**config.mk**
```make
export PLATFORM = sky130hd
export DESIGN_NAME = pipeline_hazard_ctrl_flat
export DESIGN_NICKNAME = d
export VERILOG_FILES = /design/src/rtl/pipeline_hazard_ctrl_pkg.sv /design/src/rtl/pipeline_hazard_ctrl_if.sv /design/src/rtl/pipeline_hazard_ctrl_fwd.sv /design/src/rtl/pipeline_hazard_ctrl.sv /design/src/flat_wrapper.sv
export SDC_FILE = /design/constraint.sdc
export NUM_CORES = 1
export LEC_CHECK = 0
export CAP_MARGIN = 15
export CORE_ASPECT_RATIO = 2
export CORE_UTILIZATION = 45
export CTS_CLUSTER_SIZE = 14
export DETAILED_ROUTE_END_ITERATION = 8
export GPL_ROUTABILITY_DRIVEN = 0
export PLACE_DENSITY = 0.79
export SYNTH_ARGS = -nofsm -noshare
export SYNTH_HDL_FRONTEND = slang
export SYNTH_SLANG_ARGS = --single-unit
```
**constraint.sdc**
```tcl
create_clock -name clk -period 4.5 [get_ports clk]
set_input_delay 1.125 -clock clk [delete_from_list [all_inputs] [get_ports clk]]
set_output_delay 1.125 -clock clk [all_outputs]
set_load 0.1 [all_outputs]
```
**src/rtl/pipeline_hazard_ctrl_pkg.sv**
```systemverilog
// Shared types for the hazard controller:
// forwarding selects, wait-FSM states, register-zero helper.
package hazard_pkg;

   typedef enum logic [1:0] {
      FWD_NONE = 2'b00,
      FWD_WB   = 2'b01,
      FWD_MEM  = 2'b10
   } fwd_sel_t;

   typedef enum logic [1:0] {
      RUN,
      WAIT,
      ERR
   } state_t;

   localparam logic [4:0] REG_ZERO = 5'd0;

   // x0 is hardwired, so it never produces or matches a hazard.
   function automatic logic reg_hit(
      input logic       we,
      input logic [4:0] rd,
      input logic [4:0] rs
   );
      return we && (rd != REG_ZERO) && (rd == rs);
   endfunction

endpackage

```
**src/rtl/pipeline_hazard_ctrl_if.sv**
```systemverilog
// Pipeline-side view of the hazard controller:
// register ids, stage flags, dmem handshake and control outputs.
interface pipeline_hazard_ctrl_if #(
   parameter int CNT_W = 32
);
   import hazard_pkg::*;

   logic [4:0]       Rs1D, Rs2D;
   logic [4:0]       Rs1E, Rs2E;
   logic [4:0]       RdE, RdM, RdW;
   logic             RegWriteM, RegWriteW;
   logic             LoadE, PCSrcE;
   logic             dmem_req, dmem_ack;
   logic             EnF, EnD, EnE, EnM, EnW;
   logic             FlushD, FlushE;
   fwd_sel_t         ForwardAE, ForwardBE;
   logic             mem_err;
   logic [CNT_W-1:0] stall_cycles;

   modport master (
      output Rs1D, Rs2D, Rs1E, Rs2E,
      output RdE, RdM, RdW,
      output RegWriteM, RegWriteW,
      output LoadE, PCSrcE,
      output dmem_req, dmem_ack,
      input  EnF, EnD, EnE, EnM, EnW,
      input  FlushD, FlushE,
      input  ForwardAE, ForwardBE,
      input  mem_err, stall_cycles
   );

   modport slave (
      input  Rs1D, Rs2D, Rs1E, Rs2E,
      input  RdE, RdM, RdW,
      input  RegWriteM, RegWriteW,
      input  LoadE, PCSrcE,
      input  dmem_req, dmem_ack,
      output EnF, EnD, EnE, EnM, EnW,
      output FlushD, FlushE,
      output ForwardAE, ForwardBE,
      output mem_err, stall_cycles
   );

endinterface

```
**src/rtl/pipeline_hazard_ctrl_fwd.sv**
```systemverilog
// Forwarding select for one EX operand;
// the MEM-stage result is younger, so it wins over WB.
module fwd_sel_unit
   import hazard_pkg::*;
(
   input  logic [4:0] RsE,
   input  logic [4:0] RdM,
   input  logic [4:0] RdW,
   input  logic       RegWriteM,
   input  logic       RegWriteW,
   output fwd_sel_t   fwd
);

   always_comb begin
      fwd = FWD_NONE;
      if (reg_hit(RegWriteM, RdM, RsE))
         fwd = FWD_MEM;
      else if (reg_hit(RegWriteW, RdW, RsE))
         fwd = FWD_WB;
   end

endmodule

```
**src/rtl/pipeline_hazard_ctrl.sv**
```systemverilog
// Stall/flush/forward control for the 5-stage core,
// including the data-memory wait FSM with timeout.
module pipeline_hazard_ctrl
   import hazard_pkg::*;
#(
   parameter int WAIT_MAX = 16,
   parameter int CNT_W    = 32
) (
   input logic                   clk,
   input logic                   reset,
   pipeline_hazard_ctrl_if.slave hz
);

   localparam int WC_W = $clog2(WAIT_MAX + 1);

   state_t           state, state_n;
   logic [WC_W-1:0]  wait_cnt, wait_cnt_n;
   logic             mem_err, mem_err_n;
   logic [CNT_W-1:0] stall_q;
   logic             freeze, lwstall, run;
   logic             en_f;
   fwd_sel_t         fwd_a, fwd_b;

   fwd_sel_unit u_fwd_a (
      .RsE       (hz.Rs1E),
      .RdM       (hz.RdM),
      .RdW       (hz.RdW),
      .RegWriteM (hz.RegWriteM),
      .RegWriteW (hz.RegWriteW),
      .fwd       (fwd_a)
   );

   fwd_sel_unit u_fwd_b (
      .RsE       (hz.Rs2E),
      .RdM       (hz.RdM),
      .RdW       (hz.RdW),
      .RegWriteM (hz.RegWriteM),
      .RegWriteW (hz.RegWriteW),
      .fwd       (fwd_b)
   );

   always_ff @(posedge clk or posedge reset) begin
      if (reset) begin
         state    <= RUN;
         wait_cnt <= '0;
         mem_err  <= 1'b0;
      end else begin
         state    <= state_n;
         wait_cnt <= wait_cnt_n;
         mem_err  <= mem_err_n;
      end
   end

   // freeze is Mealy: a missed access stalls in the same cycle.
   always_comb begin
      state_n    = state;
      wait_cnt_n = wait_cnt;
      mem_err_n  = mem_err;
      freeze     = 1'b0;
      unique case (state)
         RUN: begin
            if (hz.dmem_req && !hz.dmem_ack) begin
               freeze     = 1'b1;
               state_n    = WAIT;
               wait_cnt_n = WC_W'(1);
            end
         end
         WAIT: begin
            freeze = 1'b1;
            if (hz.dmem_ack)
               state_n = RUN;
            else if (wait_cnt == WC_W'(WAIT_MAX)) begin
               state_n   = ERR;
               mem_err_n = 1'b1;
            end else
               wait_cnt_n = wait_cnt + WC_W'(1);
         end
         ERR: freeze = 1'b1;
         default: begin
            freeze  = 1'b1;
            state_n = RUN;
         end
      endcase
   end

   assign lwstall = hz.LoadE
                  && (hz.RdE != REG_ZERO)
                  && ((hz.RdE == hz.Rs1D)
                   || (hz.RdE == hz.Rs2D));

   assign run  = !reset && !freeze;
   assign en_f = run && !lwstall;

   assign hz.EnF    = en_f;
   assign hz.EnD    = en_f;
   assign hz.EnE    = run;
   assign hz.EnM    = run;
   assign hz.EnW    = run;
   assign hz.FlushD = run && hz.PCSrcE;
   assign hz.FlushE = run && (hz.PCSrcE || lwstall);

   assign hz.ForwardAE = reset ? FWD_NONE : fwd_a;
   assign hz.ForwardBE = reset ? FWD_NONE : fwd_b;

   always_ff @(posedge clk or posedge reset) begin
      if (reset)
         stall_q <= '0;
      else if (!en_f && (stall_q != '1))
         stall_q <= stall_q + CNT_W'(1);
   end

   assign hz.mem_err      = mem_err;
   assign hz.stall_cycles = stall_q;

endmodule

```
**src/flat_wrapper.sv**
```systemverilog
// flat-port wrapper written by rule: the top's interface ports become plain ports
module pipeline_hazard_ctrl_flat import hazard_pkg::*;
#(
   parameter int WAIT_MAX = 16,
   parameter int CNT_W    = 32
)
  (clk, reset, hz_Rs1D, hz_Rs2D, hz_Rs1E, hz_Rs2E, hz_RdE, hz_RdM, hz_RdW, hz_RegWriteM, hz_RegWriteW, hz_LoadE, hz_PCSrcE, hz_dmem_req, hz_dmem_ack, hz_EnF, hz_EnD, hz_EnE, hz_EnM, hz_EnW, hz_FlushD, hz_FlushE, hz_ForwardAE, hz_ForwardBE, hz_mem_err, hz_stall_cycles);
  pipeline_hazard_ctrl_if #(.CNT_W(CNT_W)) hz_i ();
  input logic clk;
  input logic reset;
  input wire logic [$bits(hz_i.Rs1D)-1:0] hz_Rs1D;
  input wire logic [$bits(hz_i.Rs2D)-1:0] hz_Rs2D;
  input wire logic [$bits(hz_i.Rs1E)-1:0] hz_Rs1E;
  input wire logic [$bits(hz_i.Rs2E)-1:0] hz_Rs2E;
  input wire logic [$bits(hz_i.RdE)-1:0] hz_RdE;
  input wire logic [$bits(hz_i.RdM)-1:0] hz_RdM;
  input wire logic [$bits(hz_i.RdW)-1:0] hz_RdW;
  input wire logic [$bits(hz_i.RegWriteM)-1:0] hz_RegWriteM;
  input wire logic [$bits(hz_i.RegWriteW)-1:0] hz_RegWriteW;
  input wire logic [$bits(hz_i.LoadE)-1:0] hz_LoadE;
  input wire logic [$bits(hz_i.PCSrcE)-1:0] hz_PCSrcE;
  input wire logic [$bits(hz_i.dmem_req)-1:0] hz_dmem_req;
  input wire logic [$bits(hz_i.dmem_ack)-1:0] hz_dmem_ack;
  output wire logic [$bits(hz_i.EnF)-1:0] hz_EnF;
  output wire logic [$bits(hz_i.EnD)-1:0] hz_EnD;
  output wire logic [$bits(hz_i.EnE)-1:0] hz_EnE;
  output wire logic [$bits(hz_i.EnM)-1:0] hz_EnM;
  output wire logic [$bits(hz_i.EnW)-1:0] hz_EnW;
  output wire logic [$bits(hz_i.FlushD)-1:0] hz_FlushD;
  output wire logic [$bits(hz_i.FlushE)-1:0] hz_FlushE;
  output wire logic [$bits(hz_i.ForwardAE)-1:0] hz_ForwardAE;
  output wire logic [$bits(hz_i.ForwardBE)-1:0] hz_ForwardBE;
  output wire logic [$bits(hz_i.mem_err)-1:0] hz_mem_err;
  output wire logic [$bits(hz_i.stall_cycles)-1:0] hz_stall_cycles;
  assign hz_i.Rs1D = hz_Rs1D;
  assign hz_i.Rs2D = hz_Rs2D;
  assign hz_i.Rs1E = hz_Rs1E;
  assign hz_i.Rs2E = hz_Rs2E;
  assign hz_i.RdE = hz_RdE;
  assign hz_i.RdM = hz_RdM;
  assign hz_i.RdW = hz_RdW;
  assign hz_i.RegWriteM = hz_RegWriteM;
  assign hz_i.RegWriteW = hz_RegWriteW;
  assign hz_i.LoadE = hz_LoadE;
  assign hz_i.PCSrcE = hz_PCSrcE;
  assign hz_i.dmem_req = hz_dmem_req;
  assign hz_i.dmem_ack = hz_dmem_ack;
  assign hz_EnF = hz_i.EnF;
  assign hz_EnD = hz_i.EnD;
  assign hz_EnE = hz_i.EnE;
  assign hz_EnM = hz_i.EnM;
  assign hz_EnW = hz_i.EnW;
  assign hz_FlushD = hz_i.FlushD;
  assign hz_FlushE = hz_i.FlushE;
  assign hz_ForwardAE = hz_i.ForwardAE;
  assign hz_ForwardBE = hz_i.ForwardBE;
  assign hz_mem_err = hz_i.mem_err;
  assign hz_stall_cycles = hz_i.stall_cycles;
  pipeline_hazard_ctrl #(.WAIT_MAX(WAIT_MAX), .CNT_W(CNT_W)) u_core (.clk(clk), .reset(reset), .hz(hz_i));
endmodule
```
# --- Yosys cells after proc, flatten, opt, wreduce, memory -nomap -nowiden ---
# Cells that the tools add are included.
word_totals:
  register_bits: 40
  latch_bits: 0
  mem_bits_rw: 0
  rom_bits: 0
  output_inout_bits: 44
  wordCells: 67
  mem_count: 0
classes:
  addsub: 2
  mul: 0
  div: 0
  order_cmp: 0
  n_eq_ne: 14
  n_shift: 0
  n_mux: 16
  bitwise_logic: 2
  n_reduce_logical: 29
ops:
  columns: ["operator", "n"]
  rows:
  - ["$add A32 B1 Y32 const B", 1]
  - ["$ne A32 B32 Y1 const B", 1]
  - ["$eq A5 B5 Y1", 6]
  - ["$mux W5", 3]
  - ["$reduce_bool A5 Y1", 3]
  - ["$logic_and A1 B1 Y1", 14]
  - ["$mux W2", 7]
  - ["$pmux W5 S2", 1]
  - ["$pmux W2 S3", 1]
  - ["$reduce_and A3 Y1", 2]
  - ["$add A5 B1 Y5 const B", 1]
  - ["$eq A5 B5 Y1 const B", 1]
  - ["$logic_not A1 Y1", 5]
  - ["$mux W1", 4]
  - ["$ne A2 B2 Y1 const B", 2]
  - ["$reduce_and A4 Y1", 1]
  - ["$ne A3 B2 Y1 const B", 1]
  - ["$eq A2 B1 Y1 const B", 1]
  - ["$eq A2 B2 Y1 const B", 1]
  - ["$logic_not A2 Y1", 1]
  - ["$logic_or A1 B1 Y1", 2]
  - ["$ne A2 B1 Y1 const B", 1]
  - ["$not A1 Y1", 2]
  - ["$reduce_bool A2 Y1", 1]

# --- Depth between registers and ports, before layout ---
depth:
  word_depth: 9
  depth_mapped: 8
  ltp_nobuf: 8

# --- Modules after synthesis ---
# From an unflattened synthesis, not the netlist that was laid out.
hier_totals:
  hier_cells: 248
  hier_area_um2: 2419.8
modules_own_cells:
  columns: ["module", "instances", "cells_per_inst", "area_each_um2", "seq_area_each_um2"]
  rows:
  - ["pipeline_hazard_ctrl", 1, 208, 2117.0, 1001.0]
  - ["fwd_sel_unit", 2, 20, 151.4, 0.0]

# --- Least setup slack after synthesis ---
# No wires, ideal clock.
synth_path:
  kind: "input -> output"
  startpoint: "input port reset"
  endpoint: "output port hz_ForwardAE[0]"
  arrival_ns: 5.555
  required_time_ns: 3.375
  slack_ns: -2.180
  path_stages: 4
  n_path_buf: 0
  cell_sequence: "inv_1 o211ai_1 or4_1 nor4_1"
synth_via:
  elab_chain_len: 1
synth_rtl:
  columns: ["item", "line", "rtl"]
  rows:
  - ["start, declared", "flat_wrapper.sv:10", "input logic reset;"]
  - ["$mux W2", "pipeline_hazard_ctrl.sv:102", "assign hz.ForwardAE = reset ? FWD_NONE : fwd_a;"]
  - ["end, declared", "flat_wrapper.sv:31", "output wire logic [$bits(hz_i.ForwardAE)-1:0] hz_ForwardAE;"]
# Every way passes these cells.

# --- Final worst setup path ---
layout_path:
  startpoint: "input port hz_RdM[0]"
  endpoint: "output port hz_ForwardAE[0]"
layout_via:
  elab_chain_len: 5
  elab_cells_between_ends: 6
  cone_classes: "1 x eq/ne; 2 x mux; 3 x reduce/logical"
layout_rtl:
  columns: ["item", "line", "rtl"]
  rows:
  - ["start, declared", "flat_wrapper.sv:16", "input wire logic [$bits(hz_i.RdM)-1:0] hz_RdM;"]
  - ["$reduce_bool A5 Y1", "pipeline_hazard_ctrl_pkg.sv:25", "return we && (rd != REG_ZERO) && (rd == rs);"]
  - ["$logic_and A1 B1 Y1", "pipeline_hazard_ctrl_pkg.sv:25", null]
  - ["$logic_and A1 B1 Y1 *", "pipeline_hazard_ctrl_pkg.sv:25", null]
  - ["$mux W2 *", "pipeline_hazard_ctrl_fwd.sv:16", "if (reg_hit(RegWriteM, RdM, RsE))"]
  - ["$mux W2 *", "pipeline_hazard_ctrl.sv:102", null]
# Mark *: on every way between the ends. The rest lies on a longest branch, timed or not.

==> impl_results.md <==
- Unrepaired setup endpoints after global routing: no
- Largest net degree at the start of global routing: 41
- Fmax: 239 MHz
- Clk root buf: clkbuf_8
- Syn_nets: about 290
- 1st-iter DRT viols: 50
- CP cell instances: clkdlybuf4s50_1 > or4_1 > o21ai_0 > buf_4 > nor3_1 > nor4_4 > buf_12
- Hold path depth: 1
- Worst setup SP type: input pin
- Max-cap violations: 0
- # diodes: 0
- Fraction of layout cells with a size suffix above 1: between 10% and 20%
- Cell Rows: 37
- Worst setup path category: in -> out
- Syn. warnings: 0
- # Post-CTS Setup Buffers: 0
- Initial antenna violation count: 0
- Boundary Pins: 87
- # placed instances: ~380
- Mapped Area: approximately 2500 µm²
- Worst EP required: between 3000 and 4000 ps
- Worst Skew: between 10 and 15 ps
- R2R cell count: 5
- Area of the multi-input gates: between 1000 and 1500 µm²
- Fin nets: between 300 and 400
- Routed vias/inst: around 5.6
- Fin crit share: between 90% and 100%
- Worst hold-check path type: reg -> reg
- Crit path buffers/inverters: 3
- Endpoints failing setup: 0
- Slowest CP cell: or4_1
- Final Hold Vio Count: 0
- First-pass detailed-route iteration total: 4
- Layout area overhead: 47.9%
- Die Area: between 5000 and 6000 µm²
- Initial Util: roughly 47%
- CP peak stage delay: roughly 540 ps
- PD cells: approximately 360 nW/µm²
- Inserted Clock Buffers: 5
- Cts hold-fix bufs: 0
- First-pass GRT wire length: 10.1 mm
- Seq cells post-synth: 40
- Reg2Reg Setup Slack: about 2200 ps
- TritonCTS clock tree: yes
- Storage element area: between 1000 and 1500 µm²
- H-tree levels: 2
- Prevailing post-synth register cell: dfrtp_1
- Die Wd: ~54 µm
- Worst slack, placed: between 300 and 400 ps
- EDFF count, synth: 0
- Input/output buffers: 86
- Reg clk slew, reported paths: roughly 80 ps
- Synth Instances: approximately 240
- Worst-Margin Slew: 999 ps
- Clock Path Buffers: 2
- Final TNS setup: 0 ps
- Ys async rst share: 100%
- Worst slew margin: approximately a third
- Final worst path period need: about 4200 ps
- Finished layout cell area: ~3600 µm²
- CP max FO: 4
- Crit path capture type: output pin
- Lkg Pwr: ~0.0014 µW
- Antenna violation net count after detailed routing: 0
- Cts repair resizes: 0
- Chip Height: roughly 110 µm
- Max-slew violations: 0
- Yosys cell types: 42
- Number of gates on the worst path with buffers counted: 7
- WL final: 6.30 mm
- Non-filler cells, final: just under 400
- Grt total ovfl: 0
- Clock sink count: 40
- Routed vias: 2186
- Peak VDD IR: 0.000484 V
- Cell family with most CP delay: simple AND/OR/NAND/NOR gates
- DR DRC count: 0
- Core Area: roughly 5200 µm²
- Sequential fraction of the synthesis area: between 40% and 50%
- Vias in the first global route: between 2000 and 2500
- Worst Path Arrival: 3050 ps
- Mean post-synth cell area: between 10 and 15 µm²
- Fillcell total: just over 400
- Status: finished, final reports clean
- Fin worst setup slack: roughly 320 ps
- Total track usage: between 20% and 30%
- Hpwl dp: 4.93 mm
- WL/cell: 16.1 µm
- Placed cell areas: ~3500 µm²
- Latest clock arrival within the worst-skew pair: around 300 ps
-- cell type report --
class / count / share of cell area, %
Clock inverter: 3 / 1.17
Multi-Input combinational cell: 186 / 38.5
Tap cell: 58 / 2.00
Clock buffer: 5 / 1.89
Inverter: 9 / 1.34
Timing Repair Buffer: 90 / 27.6
Sequential cell: 40 / 27.6
-- final timing paths --
| kind | start | end |
|---|---|---|
| min in group asynchronous | reset | u_core.wait_cnt[3] |
| hold / removal | u_core.hz.stall_cycles[31] | u_core.hz.stall_cycles[31] |
| setup reg to reg | u_core.hz.stall_cycles[0] | u_core.hz.stall_cycles[1] |
| setup / recovery | hz_RdM[0] | hz_ForwardAE[0] |
| max in group asynchronous | reset | u_core.hz.stall_cycles[1] |
| hold reg to reg | u_core.hz.stall_cycles[31] | u_core.hz.stall_cycles[31] |
-- routing by layer --
metal | track usage (%) | routed length, µm | vias to the layer above
met4 | 10.3 | 137 | 0
met5 | 0 | 0 | -
met2 | 45.8 | 3820 | 66
met1 | 23.0 | 2110 | 1072
met3 | 4.86 | 226 | 10
li1 | - | - | 1038
-- through the flow --
step                      power (µW)  utilization, %  hold slack [ps]
final                           1310            70.1              489
after global placement          1010            67.9              469
after floorplan                  845               -              451
after CTS                       1310            70.1              491
after detailed placement        1020            67.9              472
after global routing            1360            70.1              512
-- kinds of logic after synthesis --
group | Yosys count | share of synthesized area (%)
AO/OA/AOI/OAI | 20 | 6.67
AND/OR/NAND/NOR | 101 | 25.1
buffers and inverters | 16 | 3.77
adder cells (fa/ha/maj) | 3 | 1.53
flip-flops | 40 | 40.8
XOR/XNOR | 61 | 21.8
multiplexers | 1 | 0.458
-- Yosys cell counts, types with 2 or more instances --
cell      instances  area (µm²)
buf_4             3        22.5
o21ai_0           6        30.0
nand3_1          11        55.1
inv_1             9        33.8
nor3_1            5        25.0
xor2_1           22         193
nor4_1            4        25.0
dfrtp_1          40        1000
xnor2_1          39         342
o21ai_1           2        10.0
or4_1             5        37.5
nand3_2           5        50.1
and4_1            4        35.0
nor3b_1           2        15.0
or2_2             2        12.5
nand4_1          17         106
nand2_1          14        52.6
and2_1            4        25.0
ha_1              3        37.5
and3_1           11        68.8
o211ai_1          2        15.0
nor2_1           12        45.0
-- registers in the layout, indices dropped and copies added (netlist names) --
| signal | count |
|---|---|
| u_core.state | 2 |
| u_core.hz.mem_err | 1 |
| u_core.wait_cnt | 5 |
| u_core.hz.stall_cycles | 32 |
-- where the power goes --
group          switching (µW)  internal (µW)  total [µW]
Combinational             386            171         557
Sequential               54.1            398         452
Clock                     132            164         296
-- placed cells by master, fill, tap and decap left out, types with 11 or more instances in the layout --
| master | count |
|---|---|
| clkdlybuf4s50_1 | 75 |
| dfrtp_1 | 40 |
| xnor2_1 | 39 |
| xor2_1 | 22 |
| nand4_1 | 17 |
| nand2_1 | 14 |
| nor2_1 | 12 |
| and3_1 | 11 |
| nand3_1 | 11 |
| buf_12 | 11 |
Note: power is estimated with default switching activity, not from simulation.
